==> src/rtl/port_ctrl_pkg.sv <==
// Shared types and helpers for the packed output-port controller.
package port_ctrl_pkg;

    // Controller states; HDR is only entered when the metadata header beat is enabled.
    typedef enum logic [2:0] {
        ST_IDLE,
        ST_HDR,
        ST_PACK,
        ST_DISCARD,
        ST_DRAIN,
        ST_META
    } state_e;

    // Widest beat the keep-mask helper can describe.
    localparam int MAX_LANES = 64;

    // Default packet limit and the byte-counter width it implies.
    localparam int DEFAULT_MAX_PKT_BYTES = 2048;
    localparam int DEFAULT_CNT_W         = $clog2(DEFAULT_MAX_PKT_BYTES + 1);

    // Byte-counter width able to hold the value max_bytes.
    function automatic int cnt_width(input int max_bytes);
        return $clog2(max_bytes + 1);
    endfunction

    // Lane count -> tkeep: the lowest 'lanes' bits set (3 -> ...0111).
    function automatic logic [MAX_LANES-1:0] keep_mask(input int lanes);
        logic [MAX_LANES-1:0] m;
        m = '0;
        for (int i = 0; i < MAX_LANES; i++) begin
            m[i] = (i < lanes);
        end
        return m;
    endfunction

endpackage

==> src/rtl/port_byte_packer.sv <==
// Byte-to-beat packer: lane index, assembly register, output register with
// AXI-Stream hold semantics, and tkeep generation. The controller FSM decides
// when bytes are fed, when a header word is loaded and when state is flushed.
module port_byte_packer #(
    parameter int OUT_BYTES = 4
) (
    input  logic                   clk,
    input  logic                   resetn,
    input  logic                   flush,
    input  logic                   byte_en,
    input  logic [7:0]             byte_data,
    input  logic                   byte_last,
    input  logic                   hdr_load,
    input  logic [8*OUT_BYTES-1:0] hdr_data,
    input  logic                   out_ready,
    output logic                   out_free,
    output logic [8*OUT_BYTES-1:0] out_data,
    output logic [OUT_BYTES-1:0]   out_keep,
    output logic                   out_last,
    output logic                   out_valid
);
    import port_ctrl_pkg::*;

    localparam int IDX_W = $clog2(OUT_BYTES);

    logic [IDX_W-1:0]                idx_q, idx_d;
    logic [OUT_BYTES-1:0][7:0]       asm_q, asm_d;
    logic [OUT_BYTES-1:0][7:0]       word;
    logic [8*OUT_BYTES-1:0]          data_q, data_d;
    logic [OUT_BYTES-1:0]            keep_q, keep_d;
    logic                            last_q, last_d;
    logic                            valid_q, valid_d;

    // The output register can take a new word when empty or being accepted now.
    assign out_free  = ~valid_q | out_ready;
    assign out_data  = data_q;
    assign out_keep  = keep_q;
    assign out_last  = last_q;
    assign out_valid = valid_q;

    // Next-state for lane index, assembly word and output register.
    always_comb begin
        // NOTE: every signal written here gets a default first, so no latch is inferred.
        idx_d   = idx_q;
        asm_d   = asm_q;
        data_d  = data_q;
        keep_d  = keep_q;
        last_d  = last_q;
        valid_d = valid_q & ~out_ready;
        word    = asm_q;
        word[idx_q] = byte_data;

        if (flush) begin
            idx_d = '0;
            asm_d = '0;
        end else if (hdr_load) begin
            data_d  = hdr_data;
            keep_d  = '1;
            last_d  = 1'b0;
            valid_d = 1'b1;
        end else if (byte_en) begin
            if (byte_last || idx_q == IDX_W'(OUT_BYTES - 1)) begin
                // Unfilled upper lanes stay zero because asm is cleared after each emit.
                data_d  = word;
                keep_d  = OUT_BYTES'(keep_mask(int'(idx_q) + 1));
                last_d  = byte_last;
                valid_d = 1'b1;
                idx_d   = '0;
                asm_d   = '0;
            end else begin
                asm_d = word;
                idx_d = idx_q + IDX_W'(1);
            end
        end
    end

    // Packer registers; reset discards any partial word.
    always_ff @(posedge clk or negedge resetn) begin
        if (!resetn) begin
            // NOTE: sequential state is updated with non-blocking assignments only.
            idx_q   <= '0;
            asm_q   <= '0;
            data_q  <= '0;
            keep_q  <= '0;
            last_q  <= 1'b0;
            valid_q <= 1'b0;
        end else begin
            idx_q   <= idx_d;
            asm_q   <= asm_d;
            data_q  <= data_d;
            keep_q  <= keep_d;
            last_q  <= last_d;
            valid_q <= valid_d;
        end
    end

endmodule

==> src/rtl/packed_port_controller.sv <==
// Output-port controller: after a grant, drains one packet from the input byte
// buffer into OUT_BYTES-wide beats, truncates oversize packets, then consumes
// the packet's metadata word.
// Optional feature: define PORT_CTRL_META_HDR_EN to emit the metadata word as a
// header beat ahead of the packet data.
module packed_port_controller #(
    parameter int OUT_BYTES     = 4,
    parameter int META_W        = 32,
    parameter int MAX_PKT_BYTES = 2048
) (
    input  logic                   clk,
    input  logic                   resetn,
    input  logic                   buf_axis_tvalid,
    input  logic [7:0]             buf_axis_tdata,
    input  logic                   buf_axis_tlast,
    output logic                   buf_axis_tready,
    input  logic                   meta_axis_tvalid,
    input  logic [META_W-1:0]      meta_axis_tdata,
    output logic                   meta_axis_tready,
    input  logic                   s_axis_tready,
    output logic [8*OUT_BYTES-1:0] s_axis_tdata,
    output logic [OUT_BYTES-1:0]   s_axis_tkeep,
    output logic                   s_axis_tlast,
    output logic                   s_axis_tvalid,
    input  logic                   start_transfer,
    output logic                   ready_transfer,
    output logic                   pkt_truncated
);
    import port_ctrl_pkg::*;

    localparam int DW    = 8 * OUT_BYTES;
    localparam int CNT_W = cnt_width(MAX_PKT_BYTES);

`ifdef PORT_CTRL_META_HDR_EN
    localparam state_e FIRST_STATE = ST_HDR;
`else
    localparam state_e FIRST_STATE = ST_PACK;
`endif

    state_e           state_q, state_d;
    logic [CNT_W-1:0] cnt_q, cnt_d;
    logic             ready_q, ready_d;
    logic             trunc_q, trunc_d;

    logic             out_free;
    logic             flush;
    logic             byte_en;
    logic             byte_last;
    logic             hdr_load;
    logic             at_limit;
    logic [DW-1:0]    hdr_word;

    // Metadata truncated or zero-extended to one beat.
    assign hdr_word = DW'(meta_axis_tdata);

    // The byte being offered now would be byte number MAX_PKT_BYTES.
    assign at_limit = (cnt_q == CNT_W'(MAX_PKT_BYTES - 1));

    assign ready_transfer = ready_q;
    assign pkt_truncated  = trunc_q;

    // Controller next-state and handshake outputs.
    always_comb begin
        state_d          = state_q;
        cnt_d            = cnt_q;
        trunc_d          = 1'b0;
        buf_axis_tready  = 1'b0;
        meta_axis_tready = 1'b0;
        flush            = 1'b0;
        byte_en          = 1'b0;
        byte_last        = 1'b0;
        hdr_load         = 1'b0;

        case (state_q)
            ST_IDLE: begin
                flush = 1'b1;
                cnt_d = '0;
                if (start_transfer) state_d = FIRST_STATE;
            end
            ST_HDR: begin
`ifdef PORT_CTRL_META_HDR_EN
                // Header peeks at the metadata; it is consumed later in META.
                if (meta_axis_tvalid && out_free) begin
                    hdr_load = 1'b1;
                    state_d  = ST_PACK;
                end
`else
                state_d = ST_PACK;
`endif
            end
            ST_PACK: begin
                buf_axis_tready = out_free;
                if (buf_axis_tvalid && out_free) begin
                    byte_en   = 1'b1;
                    cnt_d     = cnt_q + CNT_W'(1);
                    byte_last = buf_axis_tlast | at_limit;
                    if (buf_axis_tlast) begin
                        state_d = ST_DRAIN;
                    end else if (at_limit) begin
                        trunc_d = 1'b1;
                        state_d = ST_DISCARD;
                    end
                end
            end
            ST_DISCARD: begin
                buf_axis_tready = 1'b1;
                if (buf_axis_tvalid && buf_axis_tlast) state_d = ST_DRAIN;
            end
            ST_DRAIN: begin
                // The forced-tlast beat may already have left while discarding.
                if (!s_axis_tvalid || s_axis_tready) state_d = ST_META;
            end
            ST_META: begin
                meta_axis_tready = meta_axis_tvalid;
                if (meta_axis_tvalid) state_d = ST_IDLE;
            end
            default: state_d = ST_IDLE;
        endcase

        ready_d = (state_d == ST_IDLE);
    end

    // Controller registers.
    always_ff @(posedge clk or negedge resetn) begin
        if (!resetn) begin
            state_q <= ST_IDLE;
            cnt_q   <= '0;
            ready_q <= 1'b1;
            trunc_q <= 1'b0;
        end else begin
            state_q <= state_d;
            cnt_q   <= cnt_d;
            ready_q <= ready_d;
            trunc_q <= trunc_d;
        end
    end

    port_byte_packer #(
        .OUT_BYTES (OUT_BYTES)
    ) u_packer (
        .clk       (clk),
        .resetn    (resetn),
        .flush     (flush),
        .byte_en   (byte_en),
        .byte_data (buf_axis_tdata),
        .byte_last (byte_last),
        .hdr_load  (hdr_load),
        .hdr_data  (hdr_word),
        .out_ready (s_axis_tready),
        .out_free  (out_free),
        .out_data  (s_axis_tdata),
        .out_keep  (s_axis_tkeep),
        .out_last  (s_axis_tlast),
        .out_valid (s_axis_tvalid)
    );

endmodule

==> config.mk <==
export PLATFORM = sky130hd
export DESIGN_NAME = packed_port_controller
export DESIGN_NICKNAME = d
export VERILOG_FILES = /design/src/rtl/port_ctrl_pkg.sv /design/src/rtl/port_byte_packer.sv /design/src/rtl/packed_port_controller.sv
export SDC_FILE = /design/constraint.sdc
export NUM_CORES = 1
export LEC_CHECK = 0
export BUFFER_PORTS_ARGS = -buffer_cell sky130_fd_sc_hd__buf_2
export CORE_MARGIN = 2
export CORE_UTILIZATION = 59
export DETAILED_ROUTE_END_ITERATION = 10
export PLACE_DENSITY = 0.86
export SETUP_SLACK_MARGIN = 0.4
export SLEW_MARGIN = 20
export SYNTH_ARGS = -nofsm -noshare
export SYNTH_HDL_FRONTEND = slang
export SYNTH_HIERARCHICAL = 1
export SYNTH_SLANG_ARGS = --single-unit
==> constraint.sdc <==
create_clock -name clk -period 4.7 [get_ports clk]
set_input_delay 0.94 -clock clk [delete_from_list [all_inputs] [get_ports clk]]
set_output_delay 0.94 -clock clk [all_outputs]
set_load 0.01 [all_outputs]
### Yosys cells after proc, flatten, opt, wreduce, memory -nomap -nowiden

Cells that the tools add are included.

| cells by class | value |
|---|---|
| add/subtract/negate cells | 3 |
| eq/ne operators | 8 |
| bitwise gates (word level) | 6 |
| muxes and demuxes | 33 |
| $lt $le $gt $ge | 6 |
| reductions and logical operators | 12 |

Operators by type and width:

| operator | number |
|---|---|
| 2-to-1 mux 32 bit | 3 |
| < comparator 3 x 32 -> 1 bit (first input constant) | 2 |
| bitwise mux 32 bit | 1 |
| < comparator 1 x 32 -> 1 bit (first input constant) | 1 |
| < comparator 2 x 32 -> 1 bit (first input constant) | 1 |
| one-hot mux 12 bit (2 select lines) | 1 |
| 2-to-1 mux 3 bit | 7 |
| one-hot mux 3 bit (6 select lines) | 1 |
| demux 8 bit (select 2 bit) | 1 |
| 2-to-1 mux 1 bit | 13 |
| adder 12 x 1 -> 12 bit (second input constant) | 1 |
| equality test 12 x 11 -> 1 bit (second input constant) | 1 |
| 2-to-1 mux 12 bit | 1 |
| 2-to-1 mux 8 bit | 1 |
| equality test 3 x 2 -> 1 bit (second input constant) | 2 |
| equality test 3 bit (second input constant) | 2 |
| zero test 3 bit | 2 |
| 2-to-1 mux 2 bit | 3 |
| nonzero test 2 bit | 2 |
| adder 2 x 1 -> 3 bit (second input constant) | 1 |
| equality test 3 x 1 -> 1 bit (second input constant) | 1 |
| logical AND 1 bit | 3 |
| < comparator 2 x 3 -> 1 bit (second input constant) | 1 |
| NOT 1 bit | 3 |
| 11 further kinds | 13 |

| word-level totals | value |
|---|---|
| word-level logic and storage cells | 81 |
| input bits | 47 |
| register bits | 89 |
| output and inout port bits | 42 |

### Depth between registers and ports, before layout

| logic depth | value |
|---|---|
| depth after elaboration | 9 |
| depth in mapped cells | 10 |
| depth with buffers taken out | 8 |

### By module

The synthesis kept the hierarchy.

By module, submodules not included:

| module | times used | seq. area each (um^2) | cells each | area an instance (um^2) |
|---|---|---|---|---|
| port_byte_packer | 1 | 1801.7 | 258 | 3339.5 |
| packed_port_controller | 1 | 426.7 | 104 | 954.7 |

### Least setup slack after synthesis

OpenSTA, ideal clock, no wires.

| timing path | value |
|---|---|
| kind | input-to-reg |
| from | input s_axis_tready |
| to | register u_packer.data_q[27] (netlist: u_packer/out_data[27]) |
| buffers on the path | 2 |
| data arrival time | 2612 ps |
| data required time | 4635 ps |
| setup slack | 2023 ps |
| stages | 9 |
| setup time | 65 ps |
| cells stage by stage | inv_1 nand2_1 nand2_1 nor3_1 o21ai_0 a21oi_1 clkbuf_1 buf_1 o221a_2 |

| on the way | value |
|---|---|
| word-level cells in the longest chain between the ends | 6 |
| elaborated cells between the ends (all ways) | 8 |
| those cells by class | mux: 4; bitwise: 1; reduce/logical: 3 |

RTL lines:

| what | RTL line | source |
|---|---|---|
| start, declared | packed_port_controller.sv:20 | `input logic s_axis_tready,` |
| OR 1 bit | port_byte_packer.sv:35 | `assign out_free = ~valid_q \| out_ready;` |
| net out_free | packed_port_controller.sv:45 | `logic out_free;` |
| logical AND 1 bit | packed_port_controller.sv:93 | `if (buf_axis_tvalid && out_free) begin` |
| 2-to-1 mux 1 bit | packed_port_controller.sv:93 |  |
| 2-to-1 mux 1 bit | packed_port_controller.sv:74 | `case (state_q)` |
| net byte_last | packed_port_controller.sv:48 | `logic byte_last;` |
| logical OR 1 bit | port_byte_packer.sv:62 | `if (byte_last \|\| idx_q == IDX_W'(OUT_BYTES - 1)) begin` |
| AND reduction 3 bit (no line) | -- |  |
| end signal, assigned | port_byte_packer.sv:90 | `data_q <= data_d;` |
| end, declared | port_byte_packer.sv:29 | `logic [8*OUT_BYTES-1:0] data_q, data_d;` |

The timed path passes the listed nets, and every way through them passes these cells.
A chain may end at the register's enable or synchronous reset.

### Worst setup path in the final report

| timing path | value |
|---|---|
| from | register cnt_q[0] |
| to | register u_packer.data_q[8] (netlist: u_packer/out_data[8]) |

| on the way | value |
|---|---|
| word-level cells in the longest chain between the ends | 6 |

RTL lines:

| what | RTL line | source |
|---|---|---|
| start, declared | packed_port_controller.sv:41 | `logic [CNT_W-1:0] cnt_q, cnt_d;` |
| start signal, assigned | packed_port_controller.sv:132 | `cnt_q <= cnt_d;` |
| equality test 12 x 11 -> 1 bit | packed_port_controller.sv:57 | `assign at_limit = (cnt_q == CNT_W'(MAX_PKT_BYTES - 1));` |
| OR 1 bit | packed_port_controller.sv:96 | `byte_last = buf_axis_tlast \| at_limit;` |
| 2-to-1 mux 1 bit | packed_port_controller.sv:93 |  |
| 2-to-1 mux 1 bit | packed_port_controller.sv:74 |  |
| net byte_last | packed_port_controller.sv:48 |  |
| logical OR 1 bit | port_byte_packer.sv:62 |  |
| AND reduction 3 bit (no line) | -- |  |

The timed path passes the listed nets, and every way through them passes these cells.

==> flow_summary.ini <==
[yosys]
synth_cells = 362
syn_area_per_cell_um2 = 11.9
synth_common_cells = dfrtp_1 (88), nand3_1 (35), mux2i_1 (33), o221a_2 (32)
yosys.area.top_type = dfrtp_1
ys_ff_latch = 89
synth_top_family_by_area = compound AO/OA/AOI/OAI gates
yosys.area_share.simple_pct = 13.2
yosysUniqueCellTypes = 52
syn_area_um2 = 4290
yosys_warnings = 6
synthArstFlopShare_pct = 100
synth_top_area_share_pct = 51.3
synth_area_leaders = dfrtp_1 (51%), o221a_2 (8.4%), mux2i_1 (7.7%), o2bb2ai_2 (4.2%), nand3_1 (4.1%)
synth_enable_flop_cells = 0
synthXorXnorAreaFrac_pct = 1.02
seq_area_frac_synth_pct = 51.9
post-synth-top-count-cell = dfrtp_1
synth_compound_area_share_pct = 20.3
synth_ff_type = dfrtp_1
synthAdderAreaFrac_pct = 2.04
synthMuxAreaShare_pct = 7.69

[setup_path]
cp_data_required_time_ps = 5000
crit_cells = 8
slowest_stage = a21oi_4
arrival_ps = 3500
crit_type = flop to flop
rrSetupSlack_ps = 1490
path_max_fanout = 38
timing.rr.end = u_packer/out_data[8]$_DFFE_PN0P_
cp-end-kind = flop
cp_top_family = compound AO/OA/AOI/OAI gates
cp-start-kind = flop
slowest_delay_ps = 860
r2r_cells = 8
r2r_start = cnt_q[0]$_DFFE_PN0P_
crit_path_cell_trace = ha_1 > nand2_1 > nor3b_1 > a31oi_1 > nor3_1 > o21ai_0 > a21oi_4 > o221a_2
worst-path-buf-inv = 0

[sta]
setup-violations-final = 0
grt_setup_unrepaired = false
fmax_ghz = 0.312
clock_skew_ps = 9.81
max_slew.worst_pin.slew_ps = 1270
hold_ws_ps = 493
timing.final.crit_share_pct = 68.3
timing.slew.headroom_pct = 15.0
fin_tns_setup_ps = 0
fin_crit_ps = 3210
maxSlewViolCount = 0
finalHoldViolCount = 0

[die]
die_x_um = 89.3
core_um2 = 7140
row_count = 31
dieArea_um2 = 7980
start_util_pct = 60.2
die_h_um = 89.3
ios = 89

[hold_path]
holdCritStartpoint = u_packer/out_keep[1]$_DFFE_PN0P_
min_to = u_packer/out_keep[1]$_DFFE_PN0P_
min_path_cells = 1
hp-class = flop to flop

[cells_and_area]
finish.net_count = 495
fin_cells = 545
drive_gt1_share_pct = 37.0
antenna-diode-count = 0
syn2layout_area_growth_pct = 16.1

[place]
portBuffers = 88
dpl.hpwl_um = 6660
dp.cells = 529
gp_congestion = 0.918

[cts]
ctsHoldBuffers = 0
cts_buffers = 9
clockBufferDepth = 2
path_clk_slew_ps = 90
htree_levels = 3
cts_tree = built
clockRootBuffer = clkbuf_8
cts.repair.resized = 0
postCtsSetupBuffers = 0
cts_sinks = 89
clock_latency_ps = 360

[global_routing]
grt_max_degree = 90
grt_util_met2_pct = 41.2
grt_usage_pct = 26.3
grt_use_met1_pct = 37.8
met3_usage_pct = 3.60
grt_pass1_wl_um = 15900
overflow = 0
gr-max-usage-layer = met2
grt_pass1_vias = 3138
antenna_found_initial = 0

[power]
p_int_mw = 1.66
ir_worst_vdd_uv = 253
power.density_nw_per_um2 = 536
p_seq_share_pct = 41.6
leakagePower_nw = 2.12
p_sw_share_pct = 37.9
netSwitchingPower_mw = 1.01
pwr-share-comb_pct = 38.6
p_clk_share_pct = 19.8

[detailed_routing]
drt_iter0_markers = 413
routed_via_density = 6.05
wire_per_inst_um = 18.2
dr.pass1.iters = 4
drc = 0
dr_total_vias = 3297
wl_um = 9890
ant_nets = 0

[status]
status = complete, no violations

[flow_run]
maxCapViolations = 0
[routing by layer]
layer / vias up / share of wire [%]
li1: 1523 / -
met1: 1644 / 45
met2: 117 / 49
met3: 13 / 5.1
met4: 0 / 1.3
met5: - / 0
[stage by stage]
step	instance area [µm²]	utilization, %	total power [mW]	setup slack (ps)
after floorplan	4310	-	1.81	2020
after detailed placement	4780	67.0	2.13	1290
final	4990	69.9	2.67	1490
after global routing	4990	69.9	2.84	1200
after global placement	4780	67.0	2.09	1380
after CTS	4980	69.8	2.67	1430
[layout by cell type, fill, tap and decap left out, types with 8 or more instances in the layout]
master	instances
a21oi_1	10
inv_1	10
o2bb2ai_2	12
and2_1	8
mux2i_1	33
clkbuf_8	9
nor2_1	13
nand2_1	14
dfrtp_1	88
nand3_1	35
buf_2	87
o221a_2	32
o2bb2ai_1	14
[final cells by class]
type                       instances  area, µm²
sequential                        89       2230
fill                             559       2150
multi-input combinational        240       1930
timing repair buffer              90        462
clock buffer                       9        124
tap                               99        124
clock inverter                     7       78.8
inverter                          11       41.3
[cells by family after synthesis]
family,count (synthesis)
AND/OR/NAND/NOR,101
AO/OA/AOI/OAI,90
flip-flops,89
buffers and inverters,36
multiplexers,33
adder cells (fa/ha/maj),7
XOR/XNOR,5
other,1
[state kept, by name (all words and copies together), names as in the netlist]
name	flops
u_packer/asm_q	32
cnt_q	12
pkt_truncated	1
u_packer/out_data	32
u_packer/out_keep	4
u_packer/idx_q	2
state_q	3
u_packer/out_valid	1
u_packer/out_last	1
ready_transfer	1
[worst max path at each step]
stage	from	end	slack (ps)
final	cnt_q[0]$_DFFE_PN0P_	u_packer/out_data[8]$_DFFE_PN0P_	1490
after floorplan	s_axis_tready	u_packer/out_data[27]$_DFFE_PN0P_	2020
after global placement	s_axis_tready	u_packer/asm_q[16]$_DFFE_PN0P_	1380
after global routing	cnt_q[0]$_DFFE_PN0P_	u_packer/out_data[8]$_DFFE_PN0P_	1200
after detailed placement	s_axis_tready	u_packer/asm_q[6]$_DFFE_PN0P_	1290
after CTS	state_q[0]$_DFF_PN0_	u_packer/asm_q[20]$_DFFE_PN0P_	1430
[power by group through the flow]
stage	registers, mW	clock network (mW)	logic [mW]
2_1_floorplan	1.17	0	0.646
3_3_place_gp	1.11	0	0.977
3_5_place_dp	1.12	0	1.01
4_1_cts	1.11	0.540	1.02
5_1_grt	1.14	0.574	1.12
6_report	1.11	0.530	1.03
Note: power is estimated with default switching activity, not from simulation.
